$ cat src/rtl/act_lut_pkg.sv
// Shared constants and helpers for the activation LUT interpolator: reset ramp,
// flat-top/wrap successor index, and signed saturation.
package act_lut_pkg;

  localparam int unsigned DataWDefault = 8;
  localparam int unsigned AddrWDefault = 4;

  // Reset value of entry idx: idx placed in the top bits, caller truncates to DATA_W.
  function automatic logic [31:0] ramp_entry(input int unsigned idx, input int unsigned frac_w);
    return 32'(idx << frac_w);
  endfunction

  // The most positive segment is flat; every other index steps up, wrapping at the top.
  function automatic int unsigned next_index(input int unsigned addr, input int unsigned addr_w);
    int unsigned max_pos;
    int unsigned mask;
    max_pos = (32'd1 << (addr_w - 1)) - 32'd1;
    mask    = (32'd1 << addr_w) - 32'd1;
    if (addr == max_pos) begin
      return addr;
    end
    return (addr + 32'd1) & mask;
  endfunction

  function automatic int signed sat(input int signed sum, input int unsigned data_w);
    int signed hi;
    int signed lo;
    hi = (1 <<< (data_w - 1)) - 1;
    lo = -(1 <<< (data_w - 1));
    if (sum > hi) begin
      return hi;
    end
    if (sum < lo) begin
      return lo;
    end
    return sum;
  endfunction

endpackage

$ cat src/rtl/act_lut_interp_if.sv
// Sample/result handshake and table write port of the activation LUT interpolator.
interface act_lut_interp_if
  import act_lut_pkg::*;
#(
  parameter int unsigned DATA_W = DataWDefault,
  parameter int unsigned ADDR_W = AddrWDefault
);

  logic              in_valid;
  logic              in_ready;
  logic [DATA_W-1:0] in_x;
  logic              interp_en;
  logic              out_valid;
  logic              out_ready;
  logic [DATA_W-1:0] out_y;
  logic              wr_en;
  logic [ADDR_W-1:0] wr_addr;
  logic [DATA_W-1:0] wr_data;

  modport master (
    output in_valid, in_x, interp_en, out_ready, wr_en, wr_addr, wr_data,
    input  in_ready, out_valid, out_y
  );

  modport slave (
    input  in_valid, in_x, interp_en, out_ready, wr_en, wr_addr, wr_data,
    output in_ready, out_valid, out_y
  );

endinterface

$ cat src/rtl/act_lut_table.sv
// Runtime-writable activation table: one write port, two combinational read ports
// (base entry and its successor). Reset reloads the identity ramp.
module act_lut_table
  import act_lut_pkg::*;
#(
  parameter int unsigned DATA_W = DataWDefault,
  parameter int unsigned ADDR_W = AddrWDefault
) (
  input  logic              clk,
  input  logic              rst_n,
  input  logic              wr_en_i,
  input  logic [ADDR_W-1:0] wr_addr_i,
  input  logic [DATA_W-1:0] wr_data_i,
  input  logic [ADDR_W-1:0] rd_addr_i,
  output logic [DATA_W-1:0] base_o,
  output logic [DATA_W-1:0] next_o
);

  localparam int unsigned FracW = DATA_W - ADDR_W;
  localparam int unsigned Depth = 1 << ADDR_W;

  logic [DATA_W-1:0] mem_q [Depth];
  logic [DATA_W-1:0] mem_d [Depth];
  logic [ADDR_W-1:0] next_addr;

  always_comb begin
    mem_d = mem_q;
    if (wr_en_i) begin
      mem_d[wr_addr_i] = wr_data_i;
    end
  end

  always_ff @(posedge clk or negedge rst_n) begin
    if (!rst_n) begin
      for (int unsigned i = 0; i < Depth; i++) begin
        mem_q[i] <= DATA_W'(ramp_entry(i, FracW));
      end
    end else begin
      mem_q <= mem_d;
    end
  end

  // Reads see the pre-write contents, so a same-cycle write is invisible to S1.
  assign next_addr = ADDR_W'(next_index(32'(rd_addr_i), ADDR_W));
  assign base_o    = mem_q[rd_addr_i];
  assign next_o    = mem_q[next_addr];

endmodule

$ cat src/rtl/act_lut_interp.sv
// Three-stage activation unit: table lookup, slope multiply, shift/add/saturate.
// A single global enable stalls every stage together when the output is blocked.
module act_lut_interp
  import act_lut_pkg::*;
#(
  parameter int unsigned DATA_W = DataWDefault,
  parameter int unsigned ADDR_W = AddrWDefault
) (
  input logic              clk,
  input logic              rst_n,
  act_lut_interp_if.slave  bus
);

  localparam int unsigned FracW = DATA_W - ADDR_W;
  localparam int unsigned ProdW = DATA_W + FracW + 2;

  logic              en;
  logic [ADDR_W-1:0] rd_addr;
  logic [DATA_W-1:0] base_rd;
  logic [DATA_W-1:0] next_rd;

  // S1
  logic              v1_q, v1_d;
  logic [DATA_W-1:0] base1_q, base1_d;
  logic [DATA_W-1:0] next1_q, next1_d;
  logic [FracW-1:0]  frac1_q, frac1_d;
  logic              ie1_q, ie1_d;
  // S2
  logic              v2_q, v2_d;
  logic [DATA_W-1:0] base2_q, base2_d;
  logic [ProdW-1:0]  prod2_q, prod2_d;
  logic              ie2_q, ie2_d;
  // S3
  logic              out_valid_q, out_valid_d;
  logic [DATA_W-1:0] out_y_q, out_y_d;

  logic signed [DATA_W:0]   diff;
  logic signed [ProdW-1:0]  prod;
  logic signed [DATA_W:0]   delta;
  logic signed [DATA_W:0]   sum;
  logic        [DATA_W-1:0] y_sat;

  assign en           = !out_valid_q || bus.out_ready;
  assign bus.in_ready = en;
  assign bus.out_valid = out_valid_q;
  assign bus.out_y    = out_y_q;
  assign rd_addr      = bus.in_x[DATA_W-1 -: ADDR_W];

  act_lut_table #(
    .DATA_W (DATA_W),
    .ADDR_W (ADDR_W)
  ) u_table (
    .clk       (clk),
    .rst_n     (rst_n),
    .wr_en_i   (bus.wr_en),
    .wr_addr_i (bus.wr_addr),
    .wr_data_i (bus.wr_data),
    .rd_addr_i (rd_addr),
    .base_o    (base_rd),
    .next_o    (next_rd)
  );

  // Fraction is unsigned, so it gets a zero sign bit before the signed multiply.
  always_comb begin
    diff  = $signed({next1_q[DATA_W-1], next1_q}) - $signed({base1_q[DATA_W-1], base1_q});
    prod  = ProdW'(diff) * ProdW'($signed({1'b0, frac1_q}));
    delta = ie2_q ? (DATA_W + 1)'($signed(prod2_q) >>> FracW) : '0;
    sum   = $signed({base2_q[DATA_W-1], base2_q}) + delta;
    y_sat = DATA_W'(sat(int'(sum), DATA_W));
  end

  always_comb begin
    v1_d        = v1_q;
    base1_d     = base1_q;
    next1_d     = next1_q;
    frac1_d     = frac1_q;
    ie1_d       = ie1_q;
    v2_d        = v2_q;
    base2_d     = base2_q;
    prod2_d     = prod2_q;
    ie2_d       = ie2_q;
    out_valid_d = out_valid_q;
    out_y_d     = out_y_q;
    if (en) begin
      v1_d        = bus.in_valid;
      base1_d     = base_rd;
      next1_d     = next_rd;
      frac1_d     = bus.in_x[FracW-1:0];
      ie1_d       = bus.interp_en;
      v2_d        = v1_q;
      base2_d     = base1_q;
      prod2_d     = prod;
      ie2_d       = ie1_q;
      out_valid_d = v2_q;
      if (v2_q) begin
        out_y_d = y_sat;
      end
    end
  end

  always_ff @(posedge clk or negedge rst_n) begin
    if (!rst_n) begin
      v1_q        <= 1'b0;
      base1_q     <= '0;
      next1_q     <= '0;
      frac1_q     <= '0;
      ie1_q       <= 1'b0;
      v2_q        <= 1'b0;
      base2_q     <= '0;
      prod2_q     <= '0;
      ie2_q       <= 1'b0;
      out_valid_q <= 1'b0;
      out_y_q     <= '0;
    end else begin
      v1_q        <= v1_d;
      base1_q     <= base1_d;
      next1_q     <= next1_d;
      frac1_q     <= frac1_d;
      ie1_q       <= ie1_d;
      v2_q        <= v2_d;
      base2_q     <= base2_d;
      prod2_q     <= prod2_d;
      ie2_q       <= ie2_d;
      out_valid_q <= out_valid_d;
      out_y_q     <= out_y_d;
    end
  end

endmodule

$ cat src/flat_wrapper.sv
// flat-port wrapper written by rule: the top's interface ports become plain ports
module act_lut_interp_flat import act_lut_pkg::*;
#(
  parameter int unsigned DATA_W = DataWDefault,
  parameter int unsigned ADDR_W = AddrWDefault
)
  (clk, rst_n, bus_in_valid, bus_in_x, bus_interp_en, bus_out_ready, bus_wr_en, bus_wr_addr, bus_wr_data, bus_in_ready, bus_out_valid, bus_out_y);
  act_lut_interp_if #(.DATA_W(DATA_W), .ADDR_W(ADDR_W)) bus_i ();
  input logic clk;
  input logic rst_n;
  input wire logic [$bits(bus_i.in_valid)-1:0] bus_in_valid;
  input wire logic [$bits(bus_i.in_x)-1:0] bus_in_x;
  input wire logic [$bits(bus_i.interp_en)-1:0] bus_interp_en;
  input wire logic [$bits(bus_i.out_ready)-1:0] bus_out_ready;
  input wire logic [$bits(bus_i.wr_en)-1:0] bus_wr_en;
  input wire logic [$bits(bus_i.wr_addr)-1:0] bus_wr_addr;
  input wire logic [$bits(bus_i.wr_data)-1:0] bus_wr_data;
  output wire logic [$bits(bus_i.in_ready)-1:0] bus_in_ready;
  output wire logic [$bits(bus_i.out_valid)-1:0] bus_out_valid;
  output wire logic [$bits(bus_i.out_y)-1:0] bus_out_y;
  assign bus_i.in_valid = bus_in_valid;
  assign bus_i.in_x = bus_in_x;
  assign bus_i.interp_en = bus_interp_en;
  assign bus_i.out_ready = bus_out_ready;
  assign bus_i.wr_en = bus_wr_en;
  assign bus_i.wr_addr = bus_wr_addr;
  assign bus_i.wr_data = bus_wr_data;
  assign bus_in_ready = bus_i.in_ready;
  assign bus_out_valid = bus_i.out_valid;
  assign bus_out_y = bus_i.out_y;
  act_lut_interp #(.DATA_W(DATA_W), .ADDR_W(ADDR_W)) u_core (.clk(clk), .rst_n(rst_n), .bus(bus_i));
endmodule
$ cat config.mk
export PLATFORM = sky130hd
export DESIGN_NAME = act_lut_interp_flat
export DESIGN_NICKNAME = d
export VERILOG_FILES = /design/src/rtl/act_lut_pkg.sv /design/src/rtl/act_lut_interp_if.sv /design/src/rtl/act_lut_table.sv /design/src/rtl/act_lut_interp.sv /design/src/flat_wrapper.sv
export SDC_FILE = /design/constraint.sdc
export NUM_CORES = 1
export LEC_CHECK = 0
export ABC_AREA = 1
export BUFFER_PORTS_ARGS = -buffer_cell sky130_fd_sc_hd__buf_2
export CAP_MARGIN = 5
export CORE_MARGIN = 5
export CORE_UTILIZATION = 49
export CTS_BUF_LIST = sky130_fd_sc_hd__clkbuf_4
export DETAILED_ROUTE_END_ITERATION = 10
export GPL_ROUTABILITY_DRIVEN = 0
export GPL_TIMING_DRIVEN = 0
export HOLD_SLACK_MARGIN = 0.05
export PLACE_DENSITY_LB_ADDON = 0.15
export SLEW_MARGIN = 10
export SYNTH_ARGS = -nofsm -noshare
export SYNTH_HDL_FRONTEND = slang
export SYNTH_SLANG_ARGS = --single-unit
$ cat constraint.sdc
create_clock -name clk -period 7.58 [get_ports clk]
set_clock_uncertainty 0.1 [all_clocks]
set_input_delay 1.516 -clock clk [delete_from_list [all_inputs] [get_ports clk]]
set_output_delay 1.516 -clock clk [all_outputs]
set_load 0.01 [all_outputs]
==> flow_metrics.py <==
metrics = {
    "yosys": {
        "synth.top_cell.area_share": 0.333,
        "synth_edf_count": 0,
        "synthFlopType": "dfrtp_1",
        "synth_area_leaders": "dfrtp_1 33%, o21ai_0 11%, nand2_1 11%, dfstp_2 7.7%, inv_1 4.9%",
        "yosysSeqAreaShare": 0.410,
        "synthArstFlopShare": 1.00,
        "yosysWarnings": 0,
        "synth_area_per_cell_um2": 7.64,
        "synth_cell_types": 38,
        "syn-num-nets": 1519,
        "yosys.area.top_type": "dfrtp_1",
        "syn_area_um2": 11000,
        "ys_ff_latch": 178,
        "synthCells": 1436,
    },
    "die": {
        "num_rows": 54,
        "core_area_um2": 22000,
        "start_util": 0.500,
        "die-area_um2": 25500,
        "fp.dieH_um": 160,
        "die_x_um": 160,
        "io_pins": 36,
    },
    "sta": {
        "fin_tns_setup_ns": 0,
        "hold_viol": 0,
        "hold-worst-slack_ns": 0.400,
        "max_slew_margin": 0.389,
        "slew_violations": 0,
        "post-route-period-util": 0.623,
        "fin_crit_ns": 4.72,
        "fmax_mhz": 212,
        "worst_pin_slew_ns": 0.917,
        "rsz0062_at_grt": "false",
        "finalSetupViolations": 0,
    },
    "setup_path": {
        "path_delay_family": "adder cells",
        "slowest_delay_ns": 0.53,
        "start_kind": "flop",
        "crit_buf_inv": 5,
        "cp_common_cell": "nand2_1",
        "setup.worst_path.class": "flop to flop",
        "crit_arrival_ns": 5.10,
        "critPathSlowestCell": "fa_1",
        "critPathCaptureType": "flop",
        "cp.required_ns": 7.95,
        "cp_max_fo": 5,
    },
    "place": {
        "io_buffers": 34,
        "placed_cell_area_um2": 11500,
        "dp_hpwl_mm": 26.8,
    },
    "clocking": {
        "clk_pin_slew_ns": 0.17,
        "post_cts_resized": 0,
        "cts_tree": "built",
        "cts_buffer_depth": 2,
        "cts_setup_buffers": 0,
        "cts_sinks": 178,
        "clock-root-buffer": "clkbuf_4",
        "clock_latency_ns": 0.60,
        "cts_made_buffers": 17,
        "cts_hold_buf": 0,
        "htreeDepth": 4,
    },
    "min_path": {
        "hold_path_class": "flop to flop",
    },
    "global_route": {
        "grt_pass1_wl_mm": 56.1,
        "grt-ovfl-total": 0,
        "grtUsageMet2": 0.452,
        "antenna_found_initial": 2,
        "grt_util_met1": 0.368,
        "met3_usage": 0.0531,
        "grt_max_degree": 111,
        "grt.busiest_layer": "met2",
        "first_global_vias": 10014,
        "grt_usage": 0.280,
    },
    "final_layout": {
        "ff_latch_area_um2": 4490,
        "final_util": 0.538,
        "drive_gt1_frac": 0.102,
        "nFillCells": 2167,
        "area_growth_pct": 7.74,
        "multi_input_area_um2": 5540,
        "nets": 1573,
        "fin_area_um2": 11800,
    },
    "detailed_routing": {
        "via_per_inst": 5.85,
        "totalWireLength_mm": 35.7,
        "route.detailed.drc": 0,
        "dr.first_iter.drc_count": 1208,
        "vias": 10432,
        "first_pass_iters": 7,
        "ant_nets": 0,
        "wire_per_inst_um": 20.0,
    },
    "job": {
        "cap_violations": 0,
    },
    "power": {
        "powerDensity_nw_per_um2": 401,
        "peakVddDrop_mv": 0.334,
        "p_leak_nw": 5.65,
    },
    "run_status": {
        "status": "finished, final reports clean",
    },
}
-- worst paths after layout --
path	startpoint	end	slack [ns]	cells past startpoint
worst min register to register	u_core.bus.out_y[2]	u_core.bus.out_y[2]	0.40	2
min in group asynchronous	rst_n	u_core.bus.out_y[1]	0.73	1
max in group asynchronous	rst_n	u_core.u_table.mem_q[94]	5.71	2
worst max-delay path	u_core.base1_q[0]	u_core.prod2_q[9]	2.86	25
worst max register to register	u_core.base1_q[0]	u_core.prod2_q[9]	2.86	25
worst min-delay path	u_core.bus.out_y[2]	u_core.bus.out_y[2]	0.40	2
-- flip-flops by register name (all words and copies together) (netlist names) --
name and count:
u_core.base1_q 8, u_core.prod2_q 9, u_core.base2_q 8, u_core.ie1_q 1, u_core.next1_q 8, u_core.bus.out_valid 1
u_core.v1_q 1, u_core.ie2_q 1, u_core.frac1_q 4, u_core.v2_q 1, u_core.bus.out_y 8, u_core.u_table.mem_q 128
-- cells in the mapped netlist (2+ instances only) --
library cell    n
a22oi_1         6
o21bai_1        2
nand2_2         3
nor3_1          4
o221ai_1        9
nor2_1        137
o21ai_2         3
buf_4          10
buf_2          16
dfstp_2        32
nand4_1         4
o21ai_0       244
a31oi_1        14
xnor2_1         5
nand2_1       325
inv_1         142
nand2_4         2
a21oi_1        41
xor2_1         13
ha_1           38
o211ai_1       71
clkbuf_1       49
clkinv_1        3
inv_2           4
or2_2          10
fa_1           19
buf_6           3
o211ai_2        2
o21ai_1        12
dfrtp_1       146
nand3_1        60
-- power breakdown --
| group | internal (mW) | switching (mW) | total (mW) |
|---|---|---|---|
| registers | 1.24 | 0.199 | 1.44 |
| clock network | 0.184 | 0.373 | 0.556 |
| logic | 1.01 | 1.74 | 2.75 |
-- worst min-delay path: stages, from the launching register on --
cell,delay [ns]
dfrtp_1,0.38
nand2_1,0.05
nand2_1,0.05
-- per-stage QoR --
stage | instances | power [mW] | setup slack [ns]
after detailed placement | 1751 | 4.21 | 2.83
after global routing | 1784 | 5.24 | 2.40
after floorplan | 1436 | 3.43 | 3.29
after global placement | 1750 | 4.15 | 2.11
final | 1784 | 4.74 | 2.86
after CTS | 1783 | 4.77 | 2.81
-- per-layer routing --
metal	vias up	routed length (um)	part of all wire
met1	4920	14600	0.41
met4	2	1800	0.050
met3	126	3030	0.085
met5	-	50	0.0014
li1	4871	-	-
met2	513	16200	0.45
-- logic make-up after synthesis --
| family | share of synthesized area |
|---|---|
| buf+inv | 0.0858 |
| xor+xnor | 0.0144 |
| simple gates | 0.201 |
| fa+ha+maj | 0.0780 |
| flops | 0.410 |
| compound gates | 0.211 |
-- layout by cell type (no fill, tap or decap), types with 3 or more instances in the layout --
master,count
clkbuf_1,49
o221ai_1,9
inv_8,4
clkinv_1,3
nand2_1,325
nand4_1,4
fa_1,19
dfrtp_1,146
clkinv_4,3
nand3_1,60
dfstp_2,32
o21ai_0,244
buf_6,3
or2_2,10
inv_1,142
a21oi_1,41
ha_1,38
xnor2_1,5
nand2_2,3
o21ai_1,12
xor2_1,13
nor2_1,137
a31oi_1,14
o211ai_1,71
nor3_1,4
a22oi_1,6
o21ai_2,3
buf_4,10
clkbuf_4,19
buf_2,49
inv_2,4
-- layout make-up --
| type | instances | share of cell area |
|---|---|---|
| clock inverters | 13 | 0.0124 |
| plain buffers | 78 | 0.0315 |
| multi-input cells | 1030 | 0.468 |
| inverters | 150 | 0.0481 |
| clock buffers | 19 | 0.0121 |
| well taps | 280 | 0.0296 |
| diodes | 1 | 0.000212 |
| flip-flops and latches | 178 | 0.380 |
| repair buffers | 35 | 0.0176 |
Note: power is estimated with default switching activity, not from simulation.
